<file path="src/rtl/cnn_pkg.sv">
// Shared CNN address-generation constants and FSM state encoding.
package cnn_pkg;

    localparam int unsigned IMG_W_DEF  = 28;
    localparam int unsigned IMG_H_DEF  = 28;
    localparam int unsigned K_DEF      = 5;
    localparam int unsigned CH_DEF     = 6;
    localparam int unsigned ADDR_W_DEF = 16;

    typedef enum logic [1:0] {
        IDLE = 2'd0,
        RUN  = 2'd1,
        DONE = 2'd2
    } state_t;

endpackage

</file>
<file path="src/rtl/loop_counter.sv">
// Wrapping loop index: counts 0..max on enable; wrap flags the enabled terminal count.
module loop_counter #(
    parameter int unsigned W = 16
) (
    input  logic         clk,
    input  logic         reset,
    input  logic         enable,
    input  logic [W-1:0] max,
    output logic [W-1:0] count,
    output logic         wrap
);

    assign wrap = enable && (count == max);

    always_ff @(posedge clk) begin
        if (reset) begin
            count <= '0;
        end else if (enable) begin
            count <= wrap ? '0 : count + W'(1);
        end
    end

endmodule

</file>
<file path="src/rtl/conv_addr_gen.sv">
// Convolution tap address generator: walks c/oy/ox/ky/kx and emits image, weight and output addresses.
// Define CONV_ADDR_GEN_PAD_EN for "same" (zero-padded) convolution; default is "valid".
module conv_addr_gen
    import cnn_pkg::*;
#(
    parameter int unsigned IMG_W  = IMG_W_DEF,
    parameter int unsigned IMG_H  = IMG_H_DEF,
    parameter int unsigned K      = K_DEF,
    parameter int unsigned CH     = CH_DEF,
    parameter int unsigned ADDR_W = ADDR_W_DEF
) (
    input  logic              clk,
    input  logic              reset,
    input  logic              start,
    input  logic              addr_ready,
    output logic              addr_valid,
    output logic [ADDR_W-1:0] img_addr,
    output logic [ADDR_W-1:0] w_addr,
    output logic [ADDR_W-1:0] out_addr,
    output logic              last_tap,
    output logic              pad_tap,
    output logic              busy,
    output logic              done
);

`ifdef CONV_ADDR_GEN_PAD_EN
    localparam int unsigned PAD   = (K - 1) / 2;
    localparam int unsigned OUT_W = IMG_W;
    localparam int unsigned OUT_H = IMG_H;
`else
    localparam int unsigned PAD   = 0;
    localparam int unsigned OUT_W = IMG_W - K + 1;
    localparam int unsigned OUT_H = IMG_H - K + 1;
`endif
    localparam logic [ADDR_W-1:0] ROW_STEP = ADDR_W'(IMG_W);
    localparam logic [ADDR_W-1:0] PAD_A    = ADDR_W'(PAD);
    localparam logic [ADDR_W-1:0] KK_A     = ADDR_W'(K * K);
    // Linear address of the (oy-PAD, ox-PAD) origin; modular so pad rows/cols wrap harmlessly.
    localparam logic [ADDR_W-1:0] ROW_INIT = ADDR_W'(0) - ADDR_W'(PAD * IMG_W);
    localparam logic [ADDR_W-1:0] LIN_INIT = ROW_INIT - PAD_A;

    state_t state_q, state_d;

    logic [ADDR_W-1:0] kx_cnt, ky_cnt, ox_cnt, oy_cnt, c_cnt;
    logic              kx_wrap, ky_wrap, ox_wrap, oy_wrap, c_wrap;
    logic              acc, tap_pad;

    logic [ADDR_W-1:0] oy_base, win_base, row_base, tap_lin, w_base;

    assign acc = addr_valid && addr_ready;

    loop_counter #(.W(ADDR_W)) u_kx (.clk(clk), .reset(reset), .enable(acc),
        .max(ADDR_W'(K - 1)), .count(kx_cnt), .wrap(kx_wrap));
    loop_counter #(.W(ADDR_W)) u_ky (.clk(clk), .reset(reset), .enable(kx_wrap),
        .max(ADDR_W'(K - 1)), .count(ky_cnt), .wrap(ky_wrap));
    loop_counter #(.W(ADDR_W)) u_ox (.clk(clk), .reset(reset), .enable(ky_wrap),
        .max(ADDR_W'(OUT_W - 1)), .count(ox_cnt), .wrap(ox_wrap));
    loop_counter #(.W(ADDR_W)) u_oy (.clk(clk), .reset(reset), .enable(ox_wrap),
        .max(ADDR_W'(OUT_H - 1)), .count(oy_cnt), .wrap(oy_wrap));
    loop_counter #(.W(ADDR_W)) u_c (.clk(clk), .reset(reset), .enable(oy_wrap),
        .max(ADDR_W'(CH - 1)), .count(c_cnt), .wrap(c_wrap));

`ifdef CONV_ADDR_GEN_PAD_EN
    logic [ADDR_W-1:0] row_sum, col_sum;
    logic              unused_cnt;
    assign row_sum    = oy_cnt + ky_cnt;
    assign col_sum    = ox_cnt + kx_cnt;
    assign tap_pad    = (row_sum < PAD_A) || (row_sum >= ADDR_W'(IMG_H + PAD)) ||
                        (col_sum < PAD_A) || (col_sum >= ADDR_W'(IMG_W + PAD));
    assign unused_cnt = ^c_cnt;
`else
    logic unused_cnt;
    assign tap_pad    = 1'b0;
    assign unused_cnt = ^{c_cnt, oy_cnt, ox_cnt};
`endif

    always_ff @(posedge clk) begin
        if (reset) begin
            state_q <= IDLE;
        end else begin
            state_q <= state_d;
        end
    end

    always_comb begin
        state_d = state_q;
        unique case (state_q)
            IDLE:    if (start) state_d = RUN;
            RUN:     if (c_wrap) state_d = DONE;
            DONE:    state_d = IDLE;
            default: state_d = IDLE;
        endcase
    end

    always_comb begin
        addr_valid = 1'b0;
        busy       = 1'b0;
        done       = 1'b0;
        last_tap   = 1'b0;
        pad_tap    = 1'b0;
        img_addr   = '0;
        unique case (state_q)
            RUN: begin
                addr_valid = 1'b1;
                busy       = 1'b1;
                last_tap   = (ky_cnt == ADDR_W'(K - 1)) && (kx_cnt == ADDR_W'(K - 1));
                pad_tap    = tap_pad;
                img_addr   = tap_pad ? '0 : tap_lin;
            end
            DONE: begin
                busy = 1'b1;
                done = 1'b1;
            end
            default: ;
        endcase
    end

    // Row-base accumulators: each loop level adds its stride instead of multiplying.
    always_ff @(posedge clk) begin
        if (reset) begin
            oy_base  <= ROW_INIT;
            win_base <= LIN_INIT;
            row_base <= LIN_INIT;
            tap_lin  <= LIN_INIT;
            w_base   <= '0;
            w_addr   <= '0;
            out_addr <= '0;
        end else if (acc) begin
            if (!kx_wrap) begin
                tap_lin <= tap_lin + ADDR_W'(1);
                w_addr  <= w_addr + ADDR_W'(1);
            end else if (!ky_wrap) begin
                row_base <= row_base + ROW_STEP;
                tap_lin  <= row_base + ROW_STEP;
                w_addr   <= w_addr + ADDR_W'(1);
            end else begin
                out_addr <= c_wrap ? '0 : out_addr + ADDR_W'(1);
                if (!ox_wrap) begin
                    win_base <= win_base + ADDR_W'(1);
                    row_base <= win_base + ADDR_W'(1);
                    tap_lin  <= win_base + ADDR_W'(1);
                    w_addr   <= w_base;
                end else if (!oy_wrap) begin
                    oy_base  <= oy_base + ROW_STEP;
                    win_base <= oy_base + ROW_STEP - PAD_A;
                    row_base <= oy_base + ROW_STEP - PAD_A;
                    tap_lin  <= oy_base + ROW_STEP - PAD_A;
                    w_addr   <= w_base;
                end else begin
                    oy_base  <= ROW_INIT;
                    win_base <= LIN_INIT;
                    row_base <= LIN_INIT;
                    tap_lin  <= LIN_INIT;
                    w_base   <= c_wrap ? '0 : w_base + KK_A;
                    w_addr   <= c_wrap ? '0 : w_base + KK_A;
                end
            end
        end
    end

endmodule

</file>
<file path="config.mk">
export PLATFORM = sky130hd
export DESIGN_NAME = conv_addr_gen
export DESIGN_NICKNAME = d
export VERILOG_FILES = /design/src/rtl/cnn_pkg.sv /design/src/rtl/loop_counter.sv /design/src/rtl/conv_addr_gen.sv
export SDC_FILE = /design/constraint.sdc
export NUM_CORES = 1
export LEC_CHECK = 0
export ABC_AREA = 1
export CAP_MARGIN = 20
export CELL_PAD_IN_SITES_DETAIL_PLACEMENT = 1
export CELL_PAD_IN_SITES_GLOBAL_PLACEMENT = 1
export CORE_UTILIZATION = 47
export DETAILED_ROUTE_END_ITERATION = 12
export HOLD_SLACK_MARGIN = 0.05
export PLACE_DENSITY = 0.89
export SYNTH_ARGS = -nofsm -noshare
export SYNTH_HDL_FRONTEND = slang
export SYNTH_SLANG_ARGS = --single-unit
export TNS_END_PERCENT = 1
</file>
<file path="constraint.sdc">
create_clock -name clk -period 6.2 [get_ports clk]
set_clock_uncertainty 0.1 [all_clocks]
set_input_delay 0.62 -clock clk [delete_from_list [all_inputs] [get_ports clk]]
set_output_delay 0.62 -clock clk [all_outputs]
set_load 0.005 [all_outputs]
</file>
Yosys cells after proc, flatten, opt, wreduce, memory -nomap -nowiden
Index checks and enable logic that the tools add are counted.
{"block": "totals", "regBits": 194, "word_cells": 70, "out_inout_bits": 53, "mem_count": 0, "input_bits": 4, "romBits": 0, "latch_bits": 0, "mem_bits_rw": 0}
{"block": "op_classes", "n_div": 0, "bitwise": 0, "addsub": 12, "order_cmp": 0, "muxes": 23, "mul": 0, "eq_ne": 9, "n_reduce_logical": 13, "shift": 0}
{"op": "2-to-1 mux 16 bit", "n": 16}
{"op": "adder 16 x 1 -> 16 bit, second input constant", "n": 9}
{"op": "adder 16 x 5 -> 16 bit, second input constant", "n": 3}
{"op": "== test 16 x 3 -> 1 bit, second input constant", "n": 3}
{"op": "== test 16 x 5 -> 1 bit, second input constant", "n": 2}
{"op": "logical AND 1 bit", "n": 7}
{"op": "2-to-1 mux 1 bit", "n": 4}
{"op": "2-to-1 mux 2 bit", "n": 2}
{"op": "!= test 2 bit, second input constant", "n": 2}
{"op": "case mux 2 bit (2 select lines)", "n": 1}
{"op": "AND reduction 2 bit", "n": 2}
{"op": "AND reduction 4 bit", "n": 1}
{"op": "AND reduction 3 bit", "n": 1}
{"op": "== test 2 x 1 -> 1 bit, second input constant", "n": 1}
{"op": "== test 2 bit, second input constant", "n": 1}
{"op": "zero test 2 bit", "n": 1}
{"op": "OR reduction 2 bit", "n": 1}

Depth between registers and ports, before layout
Gate-level depths: netlist (run 1).
{"block": "depth", "depth_word": 13, "depth_mapped": 16, "depth_no_buf": 15}

Cells and area by module
A second synthesis (run 1) with hierarchy kept.
{"block": "unflattened", "hier_cells": 2104, "area_unflattened_um2": 13086.3}
{"mod": "conv_addr_gen", "area_per_inst_um2": 6942.9, "cells_per_inst": 1089, "seq_area_each_um2": 2282.2, "n_inst": 1}
{"mod": "loop_counter", "area_per_inst_um2": 1228.7, "cells_per_inst": 203, "seq_area_each_um2": 320.3, "n_inst": 5}

Worst setup path after synthesis (run 1)
Ideal clock, no wire load.
{"block": "synth_path", "kind": "flip-flop to flip-flop", "start": "register state_q[1]", "end": "register out_addr[6]", "setup_ns": 0.116, "arrival_time_ns": 1.914, "synth_period_minus_slack_ns": 2.130, "required_time_ns": 5.984, "n_path_buf": 3, "setup_slack_ns": 4.070, "stages_incl_launch_ff": 13, "path_cell_list": "dfxtp_1 -> inv_1 -> ha_1 -> buf_6 -> nand2_4 -> clkinv_2 -> buf_6 -> nand3_4 -> inv_1 -> nand2_1 -> buf_2 -> nor2_1 -> o211a_1"}
{"block": "synth_via", "elab_chain_len": 9, "word_cells_on_any_way": 10}
{"element": "from (decl)", "line_no": "conv_addr_gen.sv:42", "text": "state_t state_q, state_d;"}
{"element": "from (signal assigned)", "line_no": "conv_addr_gen.sv:81", "text": "state_q <= state_d;"}
{"element": "== test 2 x 1 -> 1 bit (*)", "line_no": "conv_addr_gen.sv:102", "text": "unique case (state_q)"}
{"element": "2-to-1 mux 1 bit (*)", "line_no": "conv_addr_gen.sv:102"}
{"element": "net addr_valid", "line_no": "conv_addr_gen.sv:16", "text": "output logic addr_valid,"}
{"element": "logical AND 1 bit (*)", "line_no": "conv_addr_gen.sv:50", "text": "assign acc = addr_valid && addr_ready;"}
{"element": "logical AND 1 bit (5 in series)", "line_no": "loop_counter.sv:13", "text": "assign wrap = enable && (count == max);"}
{"element": "2-to-1 mux 16 bit", "line_no": "conv_addr_gen.sv:137", "text": "out_addr <= c_wrap ? '0 : out_addr + ADDR_W'(1);"}
{"element": "to (signal assigned)", "line_no": "conv_addr_gen.sv:137"}
{"element": "to (decl)", "line_no": "conv_addr_gen.sv:19", "text": "output logic [ADDR_W-1:0] out_addr,"}
Mark *: on every way through the listed nets, which the timed path passes. The rest lies on a longest branch.
A chain may end at the register's enable or synchronous reset.

Worst setup path in the final report (run 1)
{"block": "layout_path", "start": "register state_q[1]", "end": "register w_addr[4]"}
{"block": "layout_via", "elab_chain_len": 13}
{"element": "== test 2 x 1 -> 1 bit (*)", "line_no": "conv_addr_gen.sv:102"}
{"element": "2-to-1 mux 1 bit (*)", "line_no": "conv_addr_gen.sv:102"}
{"element": "logical AND 1 bit (*)", "line_no": "conv_addr_gen.sv:50"}
{"element": "logical AND 1 bit (5 in series)", "line_no": "loop_counter.sv:13"}
{"element": "2-to-1 mux 16 bit", "line_no": "conv_addr_gen.sv:155", "text": "w_addr <= c_wrap ? '0 : w_base + KK_A;"}
{"element": "2-to-1 mux 16 bit (2 in series)"}
{"element": "2-to-1 mux 16 bit", "line_no": "conv_addr_gen.sv:132", "text": "end else if (!ky_wrap) begin"}
{"element": "2-to-1 mux 16 bit", "line_no": "conv_addr_gen.sv:129", "text": "if (!kx_wrap) begin"}
{"element": "to (signal assigned)", "line_no": "conv_addr_gen.sv:131", "text": "w_addr <= w_addr + ADDR_W'(1);"}
{"element": "to (signal assigned)", "line_no": "conv_addr_gen.sv:135", "text": "w_addr <= w_addr + ADDR_W'(1);"}
{"element": "to (signal assigned)", "line_no": "conv_addr_gen.sv:142", "text": "w_addr <= w_base;"}
{"element": "to (decl)", "line_no": "conv_addr_gen.sv:18", "text": "output logic [ADDR_W-1:0] w_addr,"}
Mark *: on every way between the ends. The rest lies on a longest branch, timed or not.

==> results.toml, run 1 <==
[logic_synthesis]
synth_edf_count = 0
yosysTopAreaCellShare_pct = 34.6
synth_cells = 1711
synth_cell_types = 50
synth_seq_cells = 194
yosysSeqAreaShare_pct = 34.6
synth_area_per_cell_um2 = 6.56
synthTopCellsByCount = "449 x nand2_1, 214 x inv_1, 194 x dfxtp_1"
synth_area_leaders = "dfxtp_1 35%, nand2_1 15%, inv_1 7.2%, nor2_1 6.1%, nand3_1 5.6%"
ys.flop_type = "dfxtp_1"
ys.warnings.count = 0
syn_nets = 1734
synthArstFlopShare_pct = 0
yosys.area.top_type = "dfxtp_1"
synth_area_um2 = 11200
yosys.cell_count.top_type = "nand2_1"

[global_routing]
grt.total_usage_pct = 31.2
grt_max_degree = 70
grt.met2_usage_pct = 53.1
antenna_found_initial = 0
grtUsageMet3_pct = 3.43
busiest_layer = "met2"
grt_pass1_vias = 11700
grt_overflow = 0
grt_pass1_wl_mm = 60.6
gr-usage-met1_pct = 41.3

[timing]
rsz0062_at_grt = "false"
clock.fmax_mhz = 235
slew_headroom_pct = 38.6
hold_viol_final = 0
fin_crit_ns = 4.25
finalSetupTns_ns = 0
finalCritPeriodShare_pct = 68.6
slew_violations = 0
setup_viol = 0
worst_pin_slew_ns = 0.917

[pwr]
peakVddDrop_mv = 0.194
power_mw = 2.44
total_leakage_power_nw = 5.17
powerDensity_nw_per_um2 = 194

[clocking]
cts.sinks = 194
ctsRootBufferMaster = "clkbuf_16"
clkLatencyLatePin_ns = 0.45
cts_resized = 0
cts_buffers = 17
clk_pin_slew_ns = 0.08
post_cts_buffers = 0
cts_tree = "yes"
cts_max_path_buffers = 2
cts_hold_buf = 0
h-tree-depth = 4

[floorplan]
dieHeight_um = 157
fp.dieArea_um2 = 24500
start_util_pct = 47.8
core_um2 = 23500
ioPinCount = 57
rows = 56
die_x_um = 157

[drt]
drt-pass1-iter-count = 5
drc = 0
post_drt_wl_per_cell_um = 17.7
wl_mm = 36.9
viasPerCell = 5.56
detail-route-antenna-nets = 0
first_iter_violations = 707
vias = 11600

[critical_path]
critPathKind = "reg2reg"
path_max_fanout = 27
arrival_ns = 4.50
critPathRequiredTime_ns = 6.45
reg2reg_depth = 13
start_kind = "register"
cp-end-kind = "register"

[final_layout]
final_util_pct = 53.6
drive_gt1_share_pct = 5.55
antenna_cells = 0
nets = 1775
area_delta_synth_final_pct = 12.0

[placement]
io_buffers = 55
dpl.hpwl_mm = 26.6
place_congestion = 0.874

[min_path]
min_delay_path_depth = 2
min_path_type = "reg2reg"

[run_status]
status = "finished clean"

[run]
max_cap_viol_count = 0
-- kinds of logic (layout without fill, tap and decap cells) --
kind of cell,Yosys count,after routing,share of synthesized area [%]
flip-flops,194,194,34.6
adder cells (fa/ha/maj),19,19,2.12
XOR/XNOR,58,58,4.52
other,1,1,0.0334
AND/OR/NAND/NOR,963,963,39.1
buffers and inverters,264,318,9.32
AO/OA/AOI/OAI,212,212,10.4
-- power breakdown --
part | switching (mW) | internal, mW
clock | 0.551 | 0.546
combinational | 0.0660 | 0.0243
sequential | 0.00613 | 1.25
total | 0.623 | 1.82
-- final cells by class --
class | count | area, um2
clock inverter | 12 | 101
multi-input combinational | 1253 | 6300
tap | 319 | 399
sequential | 194 | 3880
fill | 3169 | 10900
timing repair buffer | 60 | 583
clock buffer | 20 | 457
inverter | 226 | 850
-- metal layers --
metal  wire [um]  vias up
met5           0        -
met4         621        0
met3        1590       47
met2       17400      286
met1       17300     5627
li1            -     5634
-- sequential cells by signal (all words and copies together) (netlist names) --
name,flops
out_addr,16
oy_base,16
row_base,16
state_q,2
tap_lin,16
u_c.count,16
u_kx.count,16
u_ky.count,16
u_ox.count,16
u_oy.count,16
w_addr,16
w_base,16
win_base,16
-- through the flow --
step           setup WS (ns)  std cells  cell area [um2]  hold WS [ns]
3_5_place_dp            2.03       2052            12000         0.355
6_report                1.95       2084            12600         0.370
5_1_grt                 1.58       2084            12600         0.398
2_1_floorplan           4.07       1711            11200         0.334
4_1_cts                 1.99       2084            12600         0.372
3_3_place_gp            2.27       2052            12000         0.346
-- path summary, 6_finish.rpt --
check | slack (ns) | startpoint | end
setup / recovery | 1.95 | state_q[1]$_SDFFE_PP0P_ | w_addr[4]$_SDFFE_PP0P_
hold / removal | 0.37 | oy_base[2]$_SDFFE_PP0P_ | oy_base[2]$_SDFFE_PP0P_
setup reg to reg | 1.95 | state_q[1]$_SDFFE_PP0P_ | w_addr[4]$_SDFFE_PP0P_
hold reg to reg | 0.37 | oy_base[2]$_SDFFE_PP0P_ | oy_base[2]$_SDFFE_PP0P_
-- worst max-delay path, cell delays in order, from the launching register on --
cell      delay, ns
dfxtp_1        0.33
inv_1          0.10
ha_1           0.71
nand2_4        0.37
clkinv_2       0.39
nand3_2        0.30
nor2_2         0.47
nand2_2        0.31
nor2_4         0.47
inv_2          0.24
nand2_1        0.15
nand2_1        0.07
nand3_1        0.07
nand2_1        0.05
-- layout by cell type (no fill, tap or decap), types with 11 or more instances in the layout --
cell / count
nand2_2: 13
o21ai_0: 54
nand2_1: 449
xor2_1: 51
ha_1: 19
a21oi_1: 97
nor2_1: 183
nand4_1: 47
o22ai_1: 14
nor4_1: 15
clkdlybuf4s50_1: 54
nand3b_1: 11
dfxtp_1: 194
inv_1: 214
nand3_1: 126
nor3_1: 72
o21ai_1: 13
clkbuf_16: 17
Note: power is estimated with default switching activity, not from simulation.
==> run 2: changes to the inputs <==
CORE_UTILIZATION = 39   (was 47)
PLACE_DENSITY = 0.79   (was 0.89)
clock period = 3.7 ns   (was 6.2 ns; I/O delays follow)
==> run 2 against run 1 <==
Utilization down 8.1 points. Critical path type unchanged. Clock-buffer cell count down 2. Combinational power up 77%. Critical endpoint is now w_base[3]$_SDFFE_PP0P_.
==> results.toml, run 2 (synthesis results as in run 1) <==
[drt]
viasPerCell = 5.32
drc = 0
post_drt_wl_per_cell_um = 17.0
wl_mm = 36.6
vias = 11500
first_iter_violations = 607
drt-pass1-iter-count = 4
detail-route-antenna-nets = 0

[placement]
place_congestion = 0.906
pre_cts_ws_ns = 0.857
io_buffers = 55
dp_cells = 2123
dpl.hpwl_mm = 27.7

[final_layout]
antenna_cells = 0
nets = 1787
final_cell_mix = "449 x nand2_1, 214 x inv_1, 194 x dfxtp_1"
final_common_cell = "nand2_1"
drive_gt1_share_pct = 6.25
area_delta_synth_final_pct = 13.7
fin_cells = 2155

[min_path]
min_path_type = "in2reg"
hold_start = "reset"

[clocking]
cts_hold_buf = 0
cts.sinks = 194
ctsRootBufferMaster = "clkbuf_16"
h-tree-depth = 4
clkLatencyLatePin_ns = 0.45
post_cts_buffers = 0
cts_buffers = 17
cts_max_path_buffers = 2
cts_tree = "yes"
clk_pin_slew_ns = 0.08
cts_resized = 0

[critical_path]
startpoint = "u_ox.count[0]$_SDFFE_PP0N_"
critPathRequiredTime_ns = 3.90
cp_slowest_cell = "dfxtp_1"
path_max_fanout = 13
crit_cells = 14
rr_startpoint = "u_ox.count[0]$_SDFFE_PP0N_"
cp_cell_sequence = "ha_1, nand2_1, inv_1, nand2_1, nor2_1, nand3_2, inv_2, nand3_4, nor2_4, nand2_2, nand2_2, nor2_2, nand3_1, o21ai_0"
cp-end-kind = "register"
reg2reg_depth = 14
critPathKind = "reg2reg"
start_kind = "register"
r2r_setup_slack_ns = 0.86
max_stage_delay_ns = 0.40
cp-endpoint = "w_base[3]$_SDFFE_PP0P_"
regToRegEndpoint = "w_base[3]$_SDFFE_PP0P_"
crit_family = "simple AND/OR/NAND/NOR gates"
crit_buf_inv = 2
arrival_ns = 3.04

[global_routing]
grt_pass1_vias = 11800
busiest_layer = "met2"
gr-usage-met1_pct = 33.2
grt_pass1_wl_mm = 59.9
grt.met2_usage_pct = 44.8
grtUsageMet3_pct = 3.89
grt.total_usage_pct = 25.8
grt_overflow = 0
antenna_found_initial = 0
grt_max_degree = 55

[pwr]
powerDensity_nw_per_um2 = 327
power_mw = 4.17
power.internal_mw = 3.11
p_comb_share_pct = 3.9
total_leakage_power_nw = 5.24
power_switching_share_pct = 25.3
peakVddDrop_mv = 0.271
p_clk_share_pct = 45.6
switching_power_mw = 1.06
seqPwrFrac_pct = 50.6

[timing]
setup_viol = 0
slew_headroom_pct = 48.2
fin_ws_ns = 0.859
finalSetupTns_ns = 0
finalCritPeriodShare_pct = 76.8
rsz0062_at_grt = "false"
clock.fmax_mhz = 352
fin_crit_ns = 2.84
worst_pin_slew_ns = 0.775
hold_viol_final = 0
slew_violations = 0

[floorplan]
fp.dieArea_um2 = 29500
die_x_um = 172
start_util_pct = 40.0
ioPinCount = 57
rows = 61
core_um2 = 28100
dieHeight_um = 172

[run_status]
status = "finished clean"

[run]
max_cap_viol_count = 0
==> run 2: worst min-delay path by stage <==
stage	slack (ns)	end	cells after the start
detailed placement	0.36	oy_base[2]$_SDFFE_PP0P_	2
global placement	0.34	oy_base[1]$_SDFFE_PP0P_	2
finish	0.24	u_c.count[15]$_SDFFE_PP0N_	2
global route	0.24	u_c.count[15]$_SDFFE_PP0N_	2
floorplan	0.33	oy_base[0]$_SDFFE_PP0P_	2
CTS	0.23	u_c.count[6]$_SDFFE_PP0N_	2
==> run 2: final cells by class <==
type / instances / area, um2
Fill cell: 3816 / 15300
Multi-Input combinational cell: 1253 / 6300
Sequential cell: 194 / 3880
Inverter: 226 / 850
Timing Repair Buffer: 72 / 673
Tap cell: 378 / 473
Clock buffer: 18 / 439
Clock inverter: 14 / 149
==> run 2: per-layer routing <==
metal  part of all wire (%)  vias up
met5                      0        -
met4                    1.2        0
met3                    3.8       43
met2                     48      217
met1                     47     5548
li1                       -     5666
==> run 2: worst register-to-register path, cell delays in order, from the launching register on <==
cell and delay [ns]:
dfxtp_1 0.40, ha_1 0.26, nand2_1 0.12, inv_1 0.08, nand2_1 0.05, nor2_1 0.11, nand3_2 0.26, inv_2 0.22
nand3_4 0.16, nor2_4 0.23, nand2_2 0.09, nand2_2 0.26, nor2_2 0.16, nand3_1 0.13, o21ai_0 0.09
==> run 2: power groups by stage <==
stage | Sequential [mW] | Combinational (mW) | Clock [mW]
5_1_grt | 2.11 | 0.175 | 2.01
6_report | 2.11 | 0.160 | 1.90
2_1_floorplan | 2.15 | 0.101 | 0
3_5_place_dp | 2.15 | 0.159 | 0
4_1_cts | 2.11 | 0.161 | 1.92
3_3_place_gp | 2.15 | 0.156 | 0
==> run 2: through the flow <==
step	utilization [%]	area, um2	hold slack, ns
2_1_floorplan	-	11200	0.334
3_3_place_gp	43.4	12200	0.344
3_5_place_dp	43.4	12200	0.357
4_1_cts	45.4	12800	0.231
5_1_grt	45.4	12800	0.244
6_report	45.4	12800	0.243
